[src/rtl/cmp_pkg.sv]
// ---------------------------------------------------------------------------
// cmp_pkg
// Shared definitions for the comparator crossing detector slice.
//   - cmp_state_t : tracked-state encoding (INIT / BELOW / ABOVE)
//   - cmp_kind_t  : decoded meaning of one {greater, equal, smaller} sample
//   - CMP_GT / CMP_EQ / CMP_LT : the legal one-hot comparator triplets,
//     ordered {greater, equal, smaller}
// ---------------------------------------------------------------------------
package cmp_pkg;

  typedef enum logic [1:0] {
    CMP_ST_INIT  = 2'd0,
    CMP_ST_BELOW = 2'd1,
    CMP_ST_ABOVE = 2'd2
  } cmp_state_t;

  // CMP_K_BAD is only produced when one-hot checking is compiled in.
  typedef enum logic [1:0] {
    CMP_K_EQ  = 2'd0,
    CMP_K_GT  = 2'd1,
    CMP_K_LT  = 2'd2,
    CMP_K_BAD = 2'd3
  } cmp_kind_t;

  localparam logic [2:0] CMP_GT = 3'b100;
  localparam logic [2:0] CMP_EQ = 3'b010;
  localparam logic [2:0] CMP_LT = 3'b001;

endpackage

[src/rtl/cmp_evt_counter.sv]
// ---------------------------------------------------------------------------
// cmp_evt_counter
// Wrapping event counter with a synchronous clear that beats increment.
// Ports:
//   clk    - rising-edge clock
//   rst_n  - synchronous active-low reset
//   inc    - count one event on this edge
//   clear  - zero the counter on this edge (wins over inc)
//   count  - current count, wraps from all-ones to zero
// ---------------------------------------------------------------------------
module cmp_evt_counter #(
  parameter int WIDTH = 16
) (
  input  logic             clk,
  input  logic             rst_n,
  input  logic             inc,
  input  logic             clear,
  output logic [WIDTH-1:0] count
);

  // Clear has priority so an event coinciding with clear leaves the count at 0.
  always_ff @(posedge clk) begin
    if (!rst_n) begin
      count <= '0;
    end else if (clear) begin
      count <= '0;
    end else if (inc) begin
      count <= count + WIDTH'(1);
    end
  end

endmodule

[src/rtl/cmp_crossing_detector.sv]
// ---------------------------------------------------------------------------
// cmp_crossing_detector
// Tracks whether a compared value sits above or below its reference, using
// the {greater, equal, smaller} triplet of a magnitude comparator. A state
// change needs PERSIST consecutive qualifying samples; EQ samples hold the
// run (hysteresis band) and in_valid=0 cycles are transparent.
//
// Optional feature macro: CMP_ONEHOT_CHECK_EN
//   defined   - non-one-hot valid triplets are ignored and set sticky err
//   undefined - priority decode greater > smaller > equal, 000 = EQ, err = 0
//
// Ports:
//   clk, rst_n           - clock, synchronous active-low reset
//   in_valid             - triplet is sampled this cycle
//   greater/equal/smaller- comparator result
//   clear                - zero both event counters and err
//   state_above          - tracked state is ABOVE
//   state_known          - tracked state has left INIT
//   rise_pulse/fall_pulse- one-cycle crossing events
//   rise_count/fall_count- wrapping event counters
//   run_len              - current qualifying run length
//   err                  - sticky triplet error flag
// ---------------------------------------------------------------------------
module cmp_crossing_detector
  import cmp_pkg::*;
#(
  parameter int PERSIST       = 3,
  parameter int PERSIST_W     = 8,
  parameter int EVT_CNT_WIDTH = 16
) (
  input  logic                     clk,
  input  logic                     rst_n,
  input  logic                     in_valid,
  input  logic                     greater,
  input  logic                     equal,
  input  logic                     smaller,
  input  logic                     clear,
  output logic                     state_above,
  output logic                     state_known,
  output logic                     rise_pulse,
  output logic                     fall_pulse,
  output logic [EVT_CNT_WIDTH-1:0] rise_count,
  output logic [EVT_CNT_WIDTH-1:0] fall_count,
  output logic [PERSIST_W-1:0]     run_len,
  output logic                     err
);

  cmp_state_t           state;
  cmp_kind_t            kind;
  logic [2:0]           trip;
  logic [PERSIST_W-1:0] run_inc;
  logic                 run_hit;
  logic                 rise_evt;
  logic                 fall_evt;

  assign trip = {greater, equal, smaller};

  // Decode the sample and detect the edge on which a run completes. The
  // event strobes feed both the pulse registers and the counters so that
  // the pulse and the updated count appear on the same cycle.
  always_comb begin
    kind = CMP_K_EQ;
`ifdef CMP_ONEHOT_CHECK_EN
    case (trip)
      CMP_GT:  kind = CMP_K_GT;
      CMP_LT:  kind = CMP_K_LT;
      CMP_EQ:  kind = CMP_K_EQ;
      default: kind = CMP_K_BAD;
    endcase
`else
    casez (trip)
      3'b1??:  kind = CMP_K_GT;
      3'b0?1:  kind = CMP_K_LT;
      default: kind = CMP_K_EQ;
    endcase
`endif
    run_inc  = run_len + PERSIST_W'(1);
    run_hit  = (run_inc == PERSIST_W'(PERSIST));
    rise_evt = in_valid && (state == CMP_ST_BELOW) && (kind == CMP_K_GT) && run_hit;
    fall_evt = in_valid && (state == CMP_ST_ABOVE) && (kind == CMP_K_LT) && run_hit;
  end

  // Tracking FSM. The first decisive sample out of INIT only establishes the
  // state; it is not a crossing, so it produces no pulse. An opposite-side
  // sample resets the run, EQ (and a rejected triplet) leaves it untouched.
  always_ff @(posedge clk) begin
    if (!rst_n) begin
      state       <= CMP_ST_INIT;
      run_len     <= '0;
      rise_pulse  <= 1'b0;
      fall_pulse  <= 1'b0;
      state_above <= 1'b0;
      state_known <= 1'b0;
    end else begin
      rise_pulse <= rise_evt;
      fall_pulse <= fall_evt;
      if (in_valid) begin
        case (state)
          CMP_ST_INIT: begin
            if (kind == CMP_K_GT) begin
              state       <= CMP_ST_ABOVE;
              state_above <= 1'b1;
              state_known <= 1'b1;
            end else if (kind == CMP_K_LT) begin
              state       <= CMP_ST_BELOW;
              state_above <= 1'b0;
              state_known <= 1'b1;
            end
          end
          CMP_ST_BELOW: begin
            if (kind == CMP_K_GT) begin
              if (run_hit) begin
                state       <= CMP_ST_ABOVE;
                state_above <= 1'b1;
                run_len     <= '0;
              end else begin
                run_len <= run_inc;
              end
            end else if (kind == CMP_K_LT) begin
              run_len <= '0;
            end
          end
          CMP_ST_ABOVE: begin
            if (kind == CMP_K_LT) begin
              if (run_hit) begin
                state       <= CMP_ST_BELOW;
                state_above <= 1'b0;
                run_len     <= '0;
              end else begin
                run_len <= run_inc;
              end
            end else if (kind == CMP_K_GT) begin
              run_len <= '0;
            end
          end
          default: begin
            state       <= CMP_ST_INIT;
            run_len     <= '0;
            state_above <= 1'b0;
            state_known <= 1'b0;
          end
        endcase
      end
    end
  end

`ifdef CMP_ONEHOT_CHECK_EN
  // Sticky error on any rejected triplet; clear wins if both happen together.
  always_ff @(posedge clk) begin
    if (!rst_n) begin
      err <= 1'b0;
    end else if (clear) begin
      err <= 1'b0;
    end else if (in_valid && (kind == CMP_K_BAD)) begin
      err <= 1'b1;
    end
  end
`else
  assign err = 1'b0;
`endif

  cmp_evt_counter #(.WIDTH(EVT_CNT_WIDTH)) u_rise_counter (
    .clk   (clk),
    .rst_n (rst_n),
    .inc   (rise_evt),
    .clear (clear),
    .count (rise_count)
  );

  cmp_evt_counter #(.WIDTH(EVT_CNT_WIDTH)) u_fall_counter (
    .clk   (clk),
    .rst_n (rst_n),
    .inc   (fall_evt),
    .clear (clear),
    .count (fall_count)
  );

endmodule

[config.mk]
export PLATFORM = sky130hd
export DESIGN_NAME = cmp_crossing_detector
export DESIGN_NICKNAME = d
export VERILOG_FILES = /design/src/rtl/cmp_pkg.sv /design/src/rtl/cmp_evt_counter.sv /design/src/rtl/cmp_crossing_detector.sv
export SDC_FILE = /design/constraint.sdc
export NUM_CORES = 1
export LEC_CHECK = 0
export ABC_AREA = 1
export CAP_MARGIN = 20
export CELL_PAD_IN_SITES_DETAIL_PLACEMENT = 1
export CELL_PAD_IN_SITES_GLOBAL_PLACEMENT = 2
export CORE_MARGIN = 2
export CORE_UTILIZATION = 29
export DETAILED_ROUTE_END_ITERATION = 7
export HOLD_SLACK_MARGIN = 0.12
export PLACE_DENSITY = 0.85
export RECOVER_POWER = 25
export SLEW_MARGIN = 10
export SYNTH_ARGS = -nofsm -noshare
export SYNTH_HDL_FRONTEND = slang
export SYNTH_SLANG_ARGS = --single-unit
[constraint.sdc]
create_clock -name clk -period 2.5 [get_ports clk]
set_input_delay 0.375 -clock clk [delete_from_list [all_inputs] [get_ports clk]]
set_output_delay 0.375 -clock clk [all_outputs]
set_load 0.01 [all_outputs]
Word level (Yosys, flattened, before mapping)
Cells that the tools add are included.
{ "word_totals": {"regBits": 46, "latch_bits": 0, "ram_bits": 0, "rom_bits": 0, "in_bits": 7, "output_inout_bits": 45, "wordCells": 63, "memories": 0} }
{ "op_classes": {"n_addsub": 3, "n_mul": 0, "n_div": 0, "n_lt_le_gt_ge": 0, "n_eq_ne": 13, "shift": 0, "mux": 24, "n_bitwise": 3, "reduce_logical": 12} }
{ "ops": {"columns": ["operator", "n"], "rows": [
  ["$mux W8", 5],
  ["$add A16 B1 Y16 const B", 2],
  ["$pmux W8 S3", 1],
  ["$mux W2", 6],
  ["$add A8 B1 Y8 const B", 1],
  ["$eq A8 B2 Y1 const B", 1],
  ["$mux W1", 8],
  ["$eq A2 B1 Y1 const B", 3],
  ["$logic_and A1 B1 Y1", 6],
  ["$ne A3 B1 Y1 const B", 2],
  ["$pmux W2 S3", 1],
  ["$reduce_and A6 Y1", 1],
  ["$eq A2 B2 Y1 const B", 2],
  ["$ne A2 B1 Y1 const B", 2],
  ["$ne A2 B2 Y1 const B", 2],
  ["$pmux W2 S2", 1],
  ["$reduce_and A4 Y1", 1],
  ["$reduce_or A2 Y1", 2],
  ["$ne A3 B3 Y1 const B", 1],
  ["$not A1 Y1", 3],
  ["$pmux W1 S3", 1],
  ["$reduce_and A3 Y1", 1],
  ["$logic_not A2 Y1", 1],
  ["$pmux W1 S2", 1]
]} }

Longest topological paths before layout
{ "depth": {"word_depth": 6, "ltp_mapped": 12, "mapped_depth_nobuf": 12} }

Cells and area by module
From an unflattened synthesis, not the netlist that was laid out.
{ "unflattened": {"hier_cells": 378, "hier_area_um2": 2534.9} }
{ "by_module_without_submodules": {"columns": ["mod", "instances", "cells_per_inst", "area_each_um2", "seq_area_each_um2"], "rows": [
  ["cmp_crossing_detector", 1, 136, 888.4, 280.3],
  ["cmp_evt_counter (u_rise_counter)", 1, 120, 830.8, 320.3],
  ["cmp_evt_counter (u_fall_counter)", 1, 122, 815.8, 320.3]
]} }

Worst setup path after synthesis
No wires, ideal clock.
{ "synth_path": {"path_kind": "register to register", "from": "register run_len[1]", "to": "register u_fall_counter.count[3]", "setup_ns": 0.133, "arrival_ns": 1.678, "required_time_ns": 2.367, "setup_slack_ns": 0.688, "stages_incl_launch_ff": 11, "n_path_buf": 2, "period_less_slack_ns": 1.812, "cell_sequence": "dfxtp_1 ha_1 nand3_1 o21ai_2 nand2_2 nor2_4 buf_6 nand3_4 buf_6 nand2_2 a21oi_2"} }
{ "synth_between": {"elab_chain_len": 3} }
{ "synth_rtl": {"columns": ["item", "line", "rtl"], "rows": [
  ["start, declared", "cmp_crossing_detector.sv:44", "output logic [PERSIST_W-1:0] run_len,"],
  ["start signal, assigned", "cmp_crossing_detector.sv:117", "run_len <= run_inc;"],
  ["start signal, assigned", "cmp_crossing_detector.sv:130", "run_len <= run_inc;"],
  ["$add A8 B1 Y8", "cmp_crossing_detector.sv:77", "run_inc = run_len + PERSIST_W'(1);"],
  ["$eq A8 B2 Y1", "cmp_crossing_detector.sv:78", "run_hit = (run_inc == PERSIST_W'(PERSIST));"],
  ["$logic_and A1 B1 Y1", "cmp_crossing_detector.sv:80", "fall_evt = in_valid && (state == CMP_ST_ABOVE) && (kind == CMP_K_LT) && run_hit;"],
  ["end signal, assigned", "cmp_evt_counter.sv:28", "count <= count + WIDTH'(1);"],
  ["end, declared", "cmp_evt_counter.sv:18", "output logic [WIDTH-1:0] count"]
]} }
Every way passes these cells.
A chain may end at the register's enable or synchronous reset.

Worst setup path in the final report
{ "layout_path": {"from": "register run_len[1]", "to": "register u_rise_counter.count[6]"} }
{ "layout_between": {"elab_chain_len": 3} }
{ "layout_rtl": {"columns": ["item", "line", "rtl"], "rows": [
  ["$add A8 B1 Y8", "cmp_crossing_detector.sv:77", null],
  ["$eq A8 B2 Y1", "cmp_crossing_detector.sv:78", null],
  ["$logic_and A1 B1 Y1", "cmp_crossing_detector.sv:79", "rise_evt = in_valid && (state == CMP_ST_BELOW) && (kind == CMP_K_GT) && run_hit;"],
  ["end signal, assigned", "cmp_evt_counter.sv:28", null],
  ["end, declared", "cmp_evt_counter.sv:18", null]
]} }
Every way passes these cells.

==> flow_summary.json <==
{
  "dr.pass1.iters": 4,
  "worst_setup_path_end_kind": "register",
  "max_stage_delay_ns": 0.45,
  "comb_power_share_pct": 17.7,
  "seqPwrFrac_pct": 47.3,
  "min_to": "state_above",
  "fmax_ghz": 0.489,
  "min_from": "state_above",
  "yosysUniqueCellTypes": 33,
  "cp_top_family": "simple AND/OR/NAND/NOR gates",
  "r2r_cells": 8,
  "worst_slack_ns": 0.455,
  "grt_overflow": 0,
  "path_cells": "ha_1 > nand3_1 > o21ai_2 > nand2_2 > nor2_4 > nand3_2 > nand2_1 > a21oi_1",
  "dp_hpwl_um": 6160,
  "worst_setup_path_start_kind": "register",
  "viasPerCell": 4.89,
  "fin_setup_tns_ns": 0,
  "final_common_cell": "nand2_1",
  "cap_violations": 0,
  "async_flop_share_pct": 0,
  "cts_num_sinks": 46,
  "swShare_pct": 29.2,
  "power_w": 0.00163,
  "min_path_type": "register to register",
  "tightest_slew_ns": 0.786,
  "power_switching_w": 0.000475,
  "clockBufferDepth": 2,
  "hold_viol": 0,
  "clock_skew_ns": 0.0123,
  "worst-setup-path-type": "register to register",
  "grt_pass1_vias": 3002,
  "finalCritPeriodShare_pct": 81.8,
  "via_count": 2947,
  "syn-cell-area_um2": 2880,
  "setup_viol": 0,
  "drt_wl_total_um": 8420,
  "postCtsSetupBuffers": 0,
  "critPathMaxFanout": 17,
  "slew_violations": 0,
  "drive_gt1_share_pct": 11.7,
  "place_congestion": 0.817,
  "die-width_um": 104,
  "syn_nets": 433,
  "preCtsSetupSlack_ns": 0.393,
  "cpMaxStageDelayCell": "dfxtp_1",
  "required_ns": 2.66,
  "yosysTopAreaCell": "dfxtp_1",
  "timing.rr.start": "run_len[1]",
  "status": "finished, final reports clean",
  "syn_inst": 419,
  "nets": 483,
  "avgSynthCellArea_um2": 6.87,
  "peakVddDrop_mv": 0.224,
  "drt_iter0_markers": 64,
  "rows": 36,
  "rrSetupSlack_ns": 0.45,
  "synth-edff-count": 0,
  "start_util_pct": 29.6,
  "holdPathStages": 2,
  "antenna_found_initial": 0,
  "grtUsageTotal_pct": 15.8,
  "yosys_warnings": 0,
  "clk_pin_slew_ns": 0.10,
  "grt_pass1_wl_um": 14200,
  "p_leak_nw": 1.24,
  "port_buffers": 49,
  "synthToLayoutAreaGrowth_pct": 25.1,
  "hold_buffers": 0,
  "cts_buffers": 5,
  "yosys-top-cells-area": "dfxtp_1 (32%), nand2_1 (14%), nand3_1 (6.8%), a21oi_1 (6.4%), nand4_1 (6.3%)",
  "cts_tree": "done",
  "clkPwrFrac_pct": 35.0,
  "synth_flop_cell": "dfxtp_1",
  "worstSkewPairLatency_ns": 0.30,
  "n_antenna_cell": 0,
  "antenna_left": 0,
  "io_pins": 52,
  "post_drt_wl_per_cell_um": 14.0,
  "internal-power_w": 0.00115,
  "rsz0062_at_grt": "no",
  "r2r_end": "u_rise_counter.count[6]",
  "min_period_ns": 2.05,
  "drc": 0,
  "ctsHtreeMaxLevel": 2,
  "dieArea_um2": 10700,
  "ys_seq_elements": 46,
  "post_cts_resized": 0,
  "layout_common_cells": "nand2_1 (106), dfxtp_1 (46), nor2_1 (44), nand3_1 (39), a21oi_1 (37)",
  "synth-seq-area-share_pct": 32.0,
  "maxSlewHeadroom_pct": 47.6,
  "synth_top_cell_area_share_pct": 32.0,
  "die_h_um": 104,
  "grt_max_degree": 33,
  "clock-root-buffer": "clkbuf_8",
  "core-area_um2": 9730,
  "power_density_nw_per_um2": 452,
  "path_buf_inv": 0,
  "worstPathArrival_ns": 2.21
}
[per-stage QoR]
step	area (µm²)	std cells	utilization [%]	hold WS, ns
after floorplan	2880	419	-	0.480
after global placement	3490	595	35.9	0.469
after detailed placement	3490	595	35.9	0.488
after CTS	3600	603	37.0	0.508
after global routing	3600	603	37.0	0.535
final	3600	603	37.0	0.496
[power by group through the flow]
stage / Sequential [W] / Combinational [W] / Clock, W
6_report: 0.000770 / 0.000288 / 0.000570
3_5_place_dp: 0.000787 / 0.000297 / 0
4_1_cts: 0.000770 / 0.000297 / 0.000589
3_3_place_gp: 0.000785 / 0.000287 / 0
2_1_floorplan: 0.000789 / 0.000192 / 0
5_1_grt: 0.000773 / 0.000329 / 0.000618
[metal layers]
layer	share of wire, %	vias to the layer above	GRT usage, %
met5	0	-	0
met4	1.5	0	4.15
met3	2.1	11	2.20
met2	49	44	28.9
met1	47	1407	19.4
li1	-	1485	-
[worst max path at each step]
stage	from	end	slack [ns]	depth (start not counted)
after global routing	run_len[1]	u_rise_counter.count[7]	0.22	10
after detailed placement	greater	run_len[4]	0.39	9
after CTS	run_len[1]	u_rise_counter.count[1]	0.43	8
final	run_len[1]	u_rise_counter.count[6]	0.45	8
after floorplan	run_len[1]	u_fall_counter.count[3]	0.69	10
after global placement	greater	u_rise_counter.count[1]	0.46	6
[kinds of logic (layout without fill, tap and decap cells)]
family          count (synthesis)  after routing  synth area share, %
fa+ha+maj                       7              7                 3.04
compound gates                 53             53                 10.7
xor+xnor                       19             19                 5.78
flops                          46             46                 32.0
other cells                     1              1                0.130
buf+inv                        46             97                 7.78
simple gates                  247            247                 40.6
[worst register-to-register path, cell delays in order (launching register included)]
cell and delay [ns]:
dfxtp_1 0.45, ha_1 0.26, nand3_1 0.15, o21ai_2 0.16, nand2_2 0.09, nor2_4 0.20, nand3_2 0.35, nand2_1 0.17
a21oi_1 0.08
[registers in the layout, indices dropped and copies added, names as in the netlist]
signal,count
rise_pulse,1
u_rise_counter.count,16
run_len,8
fall_pulse,1
state,2
state_known,1
u_fall_counter.count,16
state_above,1
[area by class of cell]
type | instances | area (µm²)
flip-flops and latches | 46 | 921
clock buffers | 5 | 68.8
inverters | 32 | 120
multi-input cells | 327 | 1740
clock inverters | 3 | 40.0
repair buffers | 57 | 551
well taps | 133 | 166
fillers | 1277 | 6130
[synth_stat cells (3+ instances only)]
cell,count
buf_6,6
ha_1,7
nand2_1,106
inv_1,28
nor2_1,44
xnor2_1,6
o21ai_0,3
inv_2,3
nand3_1,39
a21oi_1,37
a21oi_2,9
nand3_2,3
nand2_2,14
xor2_1,13
dfxtp_1,46
clkbuf_1,5
nand4_1,29
Power figures use the tool's default switching activity.
